$ cat config.mk
export PLATFORM = sky130hd
export DESIGN_NAME = ir_packet_sm_flat
export DESIGN_NICKNAME = d
export VERILOG_FILES = /design/src/rtl/ir_packet_if.sv /design/src/rtl/ir_packet_sm.sv /design/src/flat_wrapper.sv
export SDC_FILE = /design/constraint.sdc
export NUM_CORES = 1
export LEC_CHECK = 0
export CORE_MARGIN = 2
export CORE_UTILIZATION = 66
export CTS_BUF_LIST = sky130_fd_sc_hd__clkbuf_2 sky130_fd_sc_hd__clkbuf_4 sky130_fd_sc_hd__clkbuf_8
export DETAILED_ROUTE_END_ITERATION = 10
export PLACE_DENSITY = 0.94
export SYNTH_ARGS = -nofsm -noshare
export SYNTH_HDL_FRONTEND = slang
export SYNTH_SLANG_ARGS = --single-unit
$ cat constraint.sdc
create_clock -name clk -period 3.5 [get_ports clk]
set_clock_uncertainty 0.05 [all_clocks]
set_input_delay 1.05 -clock clk [delete_from_list [all_inputs] [get_ports clk]]
set_output_delay 1.05 -clock clk [all_outputs]
set_load 0.1 [all_outputs]
$ cat src/rtl/ir_packet_if.sv
// Control and status bundle between the IR transmitter wrapper and one
// per-car packet generator.
interface ir_packet_if;
   logic       enable;
   logic       send_packet;
   logic [3:0] command;
   logic       ir_led;
   logic       busy;
   logic       packet_done;

   modport master (
      output enable,
      output send_packet,
      output command,
      input  ir_led,
      input  busy,
      input  packet_done
   );

   modport slave (
      input  enable,
      input  send_packet,
      input  command,
      output ir_led,
      output busy,
      output packet_done
   );
endinterface

$ cat src/rtl/ir_packet_sm.sv
// Per-car IR packet generator: serialises a captured direction command
// into Start/CarSelect/R/L/B/F carrier bursts, each followed by a gap.
module ir_packet_sm #(
   parameter int START_BURST    = 191,
   parameter int CARSEL_BURST   = 47,
   parameter int ASSERT_BURST   = 47,
   parameter int DEASSERT_BURST = 22,
   parameter int GAP            = 25,
   parameter int CARRIER_PERIOD = 2778
) (
   input  logic     clk,
   input  logic     reset,
   ir_packet_if.slave bus
);

   typedef enum logic [1:0] {
      S_IDLE,
      S_BURST,
      S_GAP
   } state_t;

   localparam logic [11:0] CAR_LAST = 12'(CARRIER_PERIOD - 1);
   localparam logic [11:0] CAR_HALF = 12'(CARRIER_PERIOD / 2);
   localparam logic [7:0]  START_LAST  = 8'(START_BURST - 1);
   localparam logic [7:0]  CARSEL_LAST = 8'(CARSEL_BURST - 1);
   localparam logic [7:0]  ASSERT_LAST = 8'(ASSERT_BURST - 1);
   localparam logic [7:0]  DEASSERT_LAST = 8'(DEASSERT_BURST - 1);
   localparam logic [7:0]  GAP_LAST = 8'(GAP - 1);
   localparam logic [2:0]  LAST_FIELD = 3'd5;

   state_t      state;
   logic [2:0]  field;
   logic [11:0] car;
   logic [7:0]  bcnt;
   logic [3:0]  cmd_q;
   logic        done_q;

   logic        tick;
   logic        cmd_bit;
   logic [7:0]  burst_last;
   logic        burst_end;
   logic        gap_end;

   // Command fields 2..5 map onto cmd_q[0..3]
   always_comb begin
      cmd_bit = 1'b0;
      unique case (field)
         3'd2:    cmd_bit = cmd_q[0];
         3'd3:    cmd_bit = cmd_q[1];
         3'd4:    cmd_bit = cmd_q[2];
         3'd5:    cmd_bit = cmd_q[3];
         default: cmd_bit = 1'b0;
      endcase
   end

   always_comb begin
      burst_last = DEASSERT_LAST;
      unique case (1'b1)
         (field == 3'd0): burst_last = START_LAST;
         (field == 3'd1): burst_last = CARSEL_LAST;
         cmd_bit:         burst_last = ASSERT_LAST;
         default:         burst_last = DEASSERT_LAST;
      endcase
   end

   assign tick      = (car == CAR_LAST);
   assign burst_end = tick && (bcnt == burst_last);
   assign gap_end   = tick && (bcnt == GAP_LAST);

   always_ff @(posedge clk or negedge reset) begin
      if (!reset) begin
         state  <= S_IDLE;
         field  <= '0;
         car    <= '0;
         bcnt   <= '0;
         cmd_q  <= '0;
         done_q <= 1'b0;
      end else begin
         done_q <= 1'b0;
         if (state != S_IDLE && !bus.enable) begin
            // Car deselected: drop the packet silently
            state <= S_IDLE;
            field <= '0;
            car   <= '0;
            bcnt  <= '0;
         end else begin
            unique case (state)
               S_IDLE: begin
                  if (bus.enable && bus.send_packet) begin
                     state <= S_BURST;
                     field <= '0;
                     car   <= '0;
                     bcnt  <= '0;
                     cmd_q <= bus.command;
                  end
               end
               S_BURST: begin
                  car <= tick ? '0 : car + 12'd1;
                  if (burst_end) begin
                     state <= S_GAP;
                     bcnt  <= '0;
                  end else if (tick) begin
                     bcnt <= bcnt + 8'd1;
                  end
               end
               S_GAP: begin
                  car <= tick ? '0 : car + 12'd1;
                  if (gap_end) begin
                     bcnt <= '0;
                     if (field == LAST_FIELD) begin
                        state  <= S_IDLE;
                        field  <= '0;
                        done_q <= 1'b1;
                     end else begin
                        state <= S_BURST;
                        field <= field + 3'd1;
                     end
                  end else if (tick) begin
                     bcnt <= bcnt + 8'd1;
                  end
               end
               default: begin
                  state <= S_IDLE;
                  field <= '0;
                  car   <= '0;
                  bcnt  <= '0;
               end
            endcase
         end
      end
   end

   assign bus.ir_led      = (state == S_BURST) && (car < CAR_HALF);
   assign bus.busy        = (state != S_IDLE);
   assign bus.packet_done = done_q;

endmodule

$ cat src/flat_wrapper.sv
// flat-port wrapper written by rule: the top's interface ports become plain ports
module ir_packet_sm_flat 
#(
   parameter int START_BURST    = 191,
   parameter int CARSEL_BURST   = 47,
   parameter int ASSERT_BURST   = 47,
   parameter int DEASSERT_BURST = 22,
   parameter int GAP            = 25,
   parameter int CARRIER_PERIOD = 2778
)
  (clk, reset, bus_enable, bus_send_packet, bus_command, bus_ir_led, bus_busy, bus_packet_done);
  ir_packet_if bus_i ();
  input  logic clk;
  input  logic reset;
  input wire logic [$bits(bus_i.enable)-1:0] bus_enable;
  input wire logic [$bits(bus_i.send_packet)-1:0] bus_send_packet;
  input wire logic [$bits(bus_i.command)-1:0] bus_command;
  output wire logic [$bits(bus_i.ir_led)-1:0] bus_ir_led;
  output wire logic [$bits(bus_i.busy)-1:0] bus_busy;
  output wire logic [$bits(bus_i.packet_done)-1:0] bus_packet_done;
  assign bus_i.enable = bus_enable;
  assign bus_i.send_packet = bus_send_packet;
  assign bus_i.command = bus_command;
  assign bus_ir_led = bus_i.ir_led;
  assign bus_busy = bus_i.busy;
  assign bus_packet_done = bus_i.packet_done;
  ir_packet_sm #(.START_BURST(START_BURST), .CARSEL_BURST(CARSEL_BURST), .ASSERT_BURST(ASSERT_BURST), .DEASSERT_BURST(DEASSERT_BURST), .GAP(GAP), .CARRIER_PERIOD(CARRIER_PERIOD)) u_core (.clk(clk), .reset(reset), .bus(bus_i));
endmodule
* Word-level counts from Yosys, hierarchy flattened
Cells that the tools add are included.
Storage, ports and cells: flip-flop bits (word level) 30, input port bits 8, output and inout bits 3
Operators by class: add/subtract/negate cells 3, order comparisons 1, equal/unequal tests 14, mux-type cells 27, bitwise operators 1, reduce and logical (&&, ||, !) cells 14
Operators with widths (number):
- $mux W8 | 5
- $mux W12 | 3
- $pmux W12 S2 | 1
- $pmux W8 S3 | 1
- $pmux W8 S2 | 1
- $add A12 B1 Y12 const B | 1
- $eq A12 B12 Y1 const B | 1
- $lt A12 B11 Y1 const B | 1
- $mux W3 | 4
- $ne A3 B1 Y1 const B | 3
- $pmux W3 S3 | 1
- $reduce_and A3 Y1 | 3
- $add A8 B1 Y8 const B | 1
- $eq A8 B5 Y1 const B | 1
- $eq A8 B8 Y1 | 1
- $mux W2 | 4
- $eq A3 B2 Y1 const B | 2
- $eq A3 B3 Y1 const B | 2
- $pmux W2 S3 | 1
- $logic_and A1 B1 Y1 | 5
- $mux W1 | 5
- $pmux W1 S4 | 1
- $reduce_or A2 Y1 | 2
- $add A3 B1 Y3 const B | 1
- 9 further kinds | 9

* Longest topological paths before layout
Gate-level depths: netlist of run 1.
word-level depth 9, gate-level depth with buffers 9, gate-level depth less buffers 8

* Worst setup path before layout of run 1
OpenSTA, ideal clock, no wires.
path type register -> output, start point register u_core.car[0], end point output port bus_ir_led, data arrival time 1.779 ns, data required time 2.400 ns, path slack 0.621 ns, cell stages (with the launch flop) 8, path through dfrtp_1 -> inv_1 -> ha_1 -> o21bai_1 -> a31oi_1 -> nor2b_1 -> o21ai_0 -> and3b_1
On the way: longest elaborated chain between the ends 2
RTL lines:
- start: declaration | RTL line ir_packet_sm.sv:33 | logic [11:0] car;
- start signal: assignment | RTL line ir_packet_sm.sv:98 | car <= tick ? '0 : car + 12'd1;
- start signal: assignment | RTL line ir_packet_sm.sv:107 | car <= tick ? '0 : car + 12'd1;
- $lt A12 B11 Y1 | RTL line ir_packet_sm.sv:133 | assign bus.ir_led = (state == S_BURST) && (car < CAR_HALF);
- $logic_and A1 B1 Y1 | RTL line ir_packet_sm.sv:133
- end: declaration | RTL line flat_wrapper.sv:18 | output wire logic [$bits(bus_i.ir_led)-1:0] bus_ir_led;
Every way passes these cells.

* Worst setup path after layout of run 1
start point register u_core.car[1], end point output port bus_ir_led
The elaborated chain is that of the path after synthesis.

==> results of run 1 <==
## layer usage
metal  GRT usage, %  vias up  wire [µm]
met5              0        -          0
met4           7.31        0        135
met3           6.70       18        184
met2           43.0       51       1870
met1           38.3      778       1960
li1               -      803          -
## final timing paths
path	start	end	cells after the start
hold reg to reg	u_core.cmd_q[2]	u_core.cmd_q[2]	1
setup / recovery	u_core.car[1]	bus_ir_led	8
hold / removal	u_core.cmd_q[2]	u_core.cmd_q[2]	1
max in group asynchronous	reset	u_core.bcnt[5]	2
min in group asynchronous	reset	u_core.car[5]	2
setup reg to reg	u_core.car[1]	u_core.state[0]	8
## critical path: cells and delay by family (launching register included)
family / cells / cell delay, ps
DFF: 1 / 410
buffers and inverters: 2 / 390
AOI/OAI and AO/OA: 3 / 390
and+or+nand+nor: 2 / 230
adders and majority gates: 1 / 170
## flip-flops by register name (all words and copies together), names as in the netlist
register	count
u_core.field	3
u_core.bus.packet_done	1
u_core.car	12
u_core.cmd_q	4
u_core.bcnt	8
u_core.state	2
## cell usage after synthesis, types with 2 or more instances
master	number
a211oi_1	5
a21o_1	2
a21oi_1	6
a31oi_1	4
and2_1	2
and3_1	3
and4b_1	2
buf_2	2
clkbuf_1	4
dfrtp_1	30
ha_1	11
inv_1	12
mux2_2	4
mux2i_1	2
nand2_1	20
nand2b_1	6
nand3_1	7
nand4_1	4
nand4b_1	2
nor2_1	17
nor2b_1	4
nor3_1	5
nor4_1	2
o21ai_0	15
o21ai_1	7
o22ai_1	2
o31ai_1	3
or2_2	2
or3_1	4
xor2_1	9
## cell type report
type,count,area share [%]
Sequential cell,30,35.3
Multi-Input combinational cell,169,52.6
Clock buffer,6,2.41
Timing Repair Buffer,12,5.06
Tap cell,31,1.83
Inverter,12,2.12
Clock inverter,2,0.589
## layout by cell type, fill, tap and decap left out, types with 6 or more instances in the layout
| master | instances |
|---|---|
| dfrtp_1 | 30 |
| nand2_1 | 20 |
| nor2_1 | 17 |
| o21ai_0 | 15 |
| inv_1 | 12 |
| ha_1 | 11 |
| xor2_1 | 9 |
| o21ai_1 | 7 |
| nand3_1 | 7 |
| clkdlybuf4s50_1 | 7 |
| nand2b_1 | 6 |
| a21oi_1 | 6 |
## metrics by stage
step                cell area, µm²  utilization, %  worst slack (ps)
global placement              2060            74.1               588
floorplan                     1940               -               621
detailed placement            2060            74.1               554
global route                  2120            76.4               329
CTS                           2120            76.4               481
finish                        2120            76.4               489
## power breakdown
group	total (mW)	internal, mW	switching, mW	leakage, nW
logic	0.414	0.131	0.283	0.441
registers	0.423	0.388	0.0355	0.407
clock network	0.216	0.0964	0.119	0.0343
total	1.05	0.615	0.438	0.882
## kinds of logic after synthesis
| group | Yosys count | share of synthesized area [%] |
|---|---|---|
| AO/OA/AOI/OAI | 54 | 18.0 |
| flip-flops | 30 | 38.7 |
| multiplexers | 7 | 3.94 |
| AND/OR/NAND/NOR | 88 | 24.6 |
| buffers and inverters | 18 | 3.61 |
| XOR/XNOR | 9 | 4.06 |
| adder cells (fa/ha/maj) | 11 | 7.10 |
==> flow_summary.yaml, run 1 <==
global_routing:
  grt_max_degree: 31
  antenna_found_initial: 0
  track_usage_pct: 27.4
  grt_pass1_wl_mm: 7.04
  overflow: 0
  grt_pass1_vias: 1541
critical_path:
  slowest_delay_ps: 410
  startpoint_type: "flop"
  ff2ff_setup_slack_ps: 850
  critPathSlowestCell: "dfrtp_1"
  path_max_fanout: 3
  crit_path_cell_trace: "inv_1 > ha_1 > o21bai_1 > a31oi_1 > nor2b_1 > o21ai_0 > and3b_1 > buf_4"
  end_kind: "output pin"
  worstPathRequired_ps: 2400
  arrival_ps: 1910
  critPathKind: "flop to output pin"
final_layout:
  seqCellArea_um2: 751
  nFillCells: 181
  fin_cells: 262
  multiInputGateArea_um2: 1120
  drive_above_1_share_pct: 10.4
  antennaDiodeCount: 0
  syn_to_final_growth_pct: 9.55
  final_nets: 249
clock_network:
  path_clk_slew_ps: 100
  clock-sinks: 30
  insertion_delay_ps: 330
  cts_tree: "done"
  cts_buffers: 5
  cts_hold_buf: 0
  htreeDepth: 2
  post_cts_resized: 0
  clock_path_buffers: 2
  postCtsSetupBuffers: 0
  root_buffer: "clkbuf_4"
timing:
  max_freq_mhz: 332
  rsz0062_at_grt: "no"
  final.setup.tns_ps: 0
  max_slew_margin_pct: 45.7
  fin_crit_ps: 3010
  worst_slew_pin_slew_ps: 807
  fin_crit_sh_pct: 86.0
  hold_ws_ps: 479
  slew_viol_final: 0
  setup_viol: 0
  hold_viol: 0
synth:
  synthTopCellsByArea: "dfrtp_1, ha_1, xor2_1"
  synthArstFlopShare_pct: 100
  postSynthCellCount: 217
  synth_warnings: 0
  synthFlopType: "dfrtp_1"
  avgSynthCellArea_um2: 8.94
  synth_top_area_share_pct: 38.7
  synth_top_cell_by_area: "dfrtp_1"
  synth_nets: 236
  synth_enable_flop_cells: 0
  netlist_area_um2: 1940
  ys_ff_latch: 30
  seq_area_frac_synth_pct: 38.7
  post_synth_num_cell_types: 49
run_status:
  status: "finished clean"
placed_design:
  port_buffers: 10
  place_congestion: 0.915
  dpl.cell_count: 254
  hpwl_mm: 2.95
drt:
  dr.pass1.iters: 6
  vias_per_cell: 6.30
  wirelength_mm: 4.14
  drt-initial-drc-count: 88
  ant_nets: 0
  wl_per_cell_um: 15.8
  drc_errors: 0
  vias: 1650
power:
  ir_drop_mv: 0.536
  p_total_mw: 1.05
  power.density_nw_per_um2: 496
  p_leak_nw: 0.882
floorplanning:
  die_x_um: 58.2
  io_pins: 11
  die-area_um2: 3390
  std_cell_rows: 19
  fp.dieH_um: 58.2
  start_util_pct: 69.7
  core_um2: 2780
job:
  drv_cap: 0
min_path:
  hold_class: "flop to flop"
No activity file was read; power rests on OpenSTA's default activity.
==> run 2, diff against run 1 <==
--- a/config.mk
+++ b/config.mk
@@ -10,6 +10,7 @@
 export CTS_BUF_LIST = sky130_fd_sc_hd__clkbuf_2 sky130_fd_sc_hd__clkbuf_4 sky130_fd_sc_hd__clkbuf_8
 export DETAILED_ROUTE_END_ITERATION = 10
 export PLACE_DENSITY = 0.94
+export RECOVER_POWER = 50
 export SYNTH_ARGS = -nofsm -noshare
 export SYNTH_HDL_FRONTEND = slang
 export SYNTH_SLANG_ARGS = --single-unit
==> run 2 against run 1 <==
  * The run now ends with capacitance limit, slew limit left
  * Utilization fell by 0.13 points
  * Wire length rose by 0.27%
  * Maximum frequency fell by 0.17%
  * Hold slack improved by 0.59 ps
  * Setup slack got worse by 5.2 ps
  * Largest power group unchanged
  * Cell area fell by 0.18%
  * Sequential share of layout area rose by 0.063 points
  * Global-route usage did not move
  * Sequential power barely moved
  * Combinational power barely moved
  * Critical endpoint unchanged
  * Flip-flop and latch count did not move
  * Clock-buffer cell count did not move
==> flow_summary.yaml, run 2 (same netlist as run 1, synthesis figures left out) <==
final_layout:
  final_nets: 249
  reg_top3: "u_core.car: 12 flops, u_core.bcnt: 8 flops, u_core.cmd_q: 4 flops"
  antennaDiodeCount: 0
  final_util_pct: 76.2
  top_register: "u_core.car"
  mostFrequentLayoutCells: "dfrtp_1, nand2_1, nor2_1, o21ai_0, inv_1"
  largest_register_ffs: 12
  nFillCells: 181
  final_common_cell: "dfrtp_1"
  drive_above_1_share_pct: 9.96
  final_cell_area_um2: 2120
  syn_to_final_growth_pct: 9.35
drt:
  wl_per_cell_um: 15.9
  vias_per_cell: 6.26
  drc_errors: 0
  dr.pass1.iters: 4
  vias: 1641
  wirelength_mm: 4.16
  drt-initial-drc-count: 88
  ant_nets: 0
critical_path:
  endpoint: "bus_ir_led"
  reg2reg_depth: 8
  path_max_fanout: 3
  end_kind: "output pin"
  ff2ff_setup_slack_ps: 850
  worstPathRequired_ps: 2400
  arrival_ps: 1920
  startpoint_type: "flop"
  r2r_end: "u_core.state[0]"
  r2r-start: "u_core.car[1]"
  startpoint: "u_core.car[1]"
  critPathKind: "flop to output pin"
timing:
  final.setup.tns_ps: 0
  max_freq_mhz: 332
  fin_crit_ps: 3020
  worst_slew_pin_slew_ps: 1600
  hold_viol: 0
  slew_viol_final: 31
  fin_crit_sh_pct: 86.2
  setup_viol: 0
  max_slew_margin_pct: -6.59
  worst_slack_ps: 484
  rsz0062_at_grt: "no"
placed_design:
  place_congestion: 0.915
  port_buffers: 10
  post-place-ws_ps: 554
  hpwl_mm: 2.95
  postPlaceCellArea_um2: 2060
clock_network:
  cts_tree: "done"
  postCtsSetupBuffers: 0
  cts_hold_buf: 0
  htreeDepth: 2
  insertion_delay_ps: 330
  clock_path_buffers: 2
  cts_buffers: 5
  root_buffer: "clkbuf_4"
  path_clk_slew_ps: 100
  post_cts_resized: 0
  clock-sinks: 30
global_routing:
  antenna_found_initial: 0
  grt_pass1_vias: 1541
  grt_pass1_wl_mm: 7.04
  grt_max_degree: 31
  overflow: 0
  track_usage_pct: 27.4
floorplanning:
  fp.dieH_um: 58.2
  start_util_pct: 69.7
  die-area_um2: 3390
  die_x_um: 58.2
  core_um2: 2780
  std_cell_rows: 19
  io_pins: 11
power:
  p_clk_share_pct: 20.6
  p_leak_nw: 0.879
  seq_power_share_pct: 40.1
  p_total_mw: 1.05
  combPwrFrac_pct: 39.2
  ir_drop_mv: 0.537
  power.density_nw_per_um2: 497
  switchingPower_mw: 0.440
  switching_share_pct: 41.7
  internal_power_mw: 0.614
run_status:
  violations: "capacitance limit, slew limit"
  status: "finished, violations left"
min_path:
  hold_class: "flop to flop"
job:
  drv_cap: 1
==> run 2: changes by cell type in the layout (fill, tap and decap cells not counted), sizes merged <==
| cell | previous run | this run |
|---|---|---|
| clkdlybuf4s50 | 7 | 5 |
| dlygate4sd3 | 0 | 2 |
| clkbuf | 6 | 7 |
| buf | 5 | 4 |
==> run 2: how the worst min path moves through the flow <==
stage / depth (start not counted) / end / from
2_1_floorplan: 1 / u_core.cmd_q[2] / u_core.cmd_q[2]
3_3_place_gp: 1 / u_core.cmd_q[2] / u_core.cmd_q[2]
3_5_place_dp: 1 / u_core.cmd_q[2] / u_core.cmd_q[2]
4_1_cts: 1 / u_core.cmd_q[3] / u_core.cmd_q[3]
5_1_grt: 1 / u_core.cmd_q[2] / u_core.cmd_q[2]
6_report: 1 / u_core.cmd_q[2] / u_core.cmd_q[2]
==> run 2: power by group through the flow <==
stage / registers [mW] / clock network, mW / logic (mW)
6_report: 0.423 / 0.217 / 0.413
3_5_place_dp: 0.430 / 0 / 0.411
5_1_grt: 0.431 / 0.238 / 0.449
3_3_place_gp: 0.428 / 0 / 0.392
4_1_cts: 0.423 / 0.222 / 0.413
2_1_floorplan: 0.420 / 0 / 0.311
==> run 2: cell type report <==
class | count | area [µm²] | share of cell area [%]
tap | 31 | 38.8 | 1.83
timing repair buffer | 12 | 104 | 4.90
multi-input combinational | 169 | 1120 | 52.7
inverter | 12 | 45.0 | 2.12
clock inverter | 2 | 12.5 | 0.590
sequential | 30 | 751 | 35.4
clock buffer | 6 | 51.3 | 2.42
==> run 2: per-stage QoR <==
stage               instances  hold WS, ps
finish                    262          479
global route              262          492
CTS                       262          485
detailed placement        254          460
global placement          254          438
floorplan                 217          429
==> run 2: routing by layer <==
layer	GRT usage [%]	part of all wire, %
met5	0	0
met3	6.70	5.2
met4	7.31	2.0
met2	43.0	46
met1	38.3	47
==> run 2: critical path, cell delays in order, from the launching register on <==
cell and delay (ps):
dfrtp_1 410, inv_1 110, ha_1 170, o21bai_1 70, a31oi_1 190, nor2b_1 60
o21ai_0 130, and3b_1 170, buf_4 280
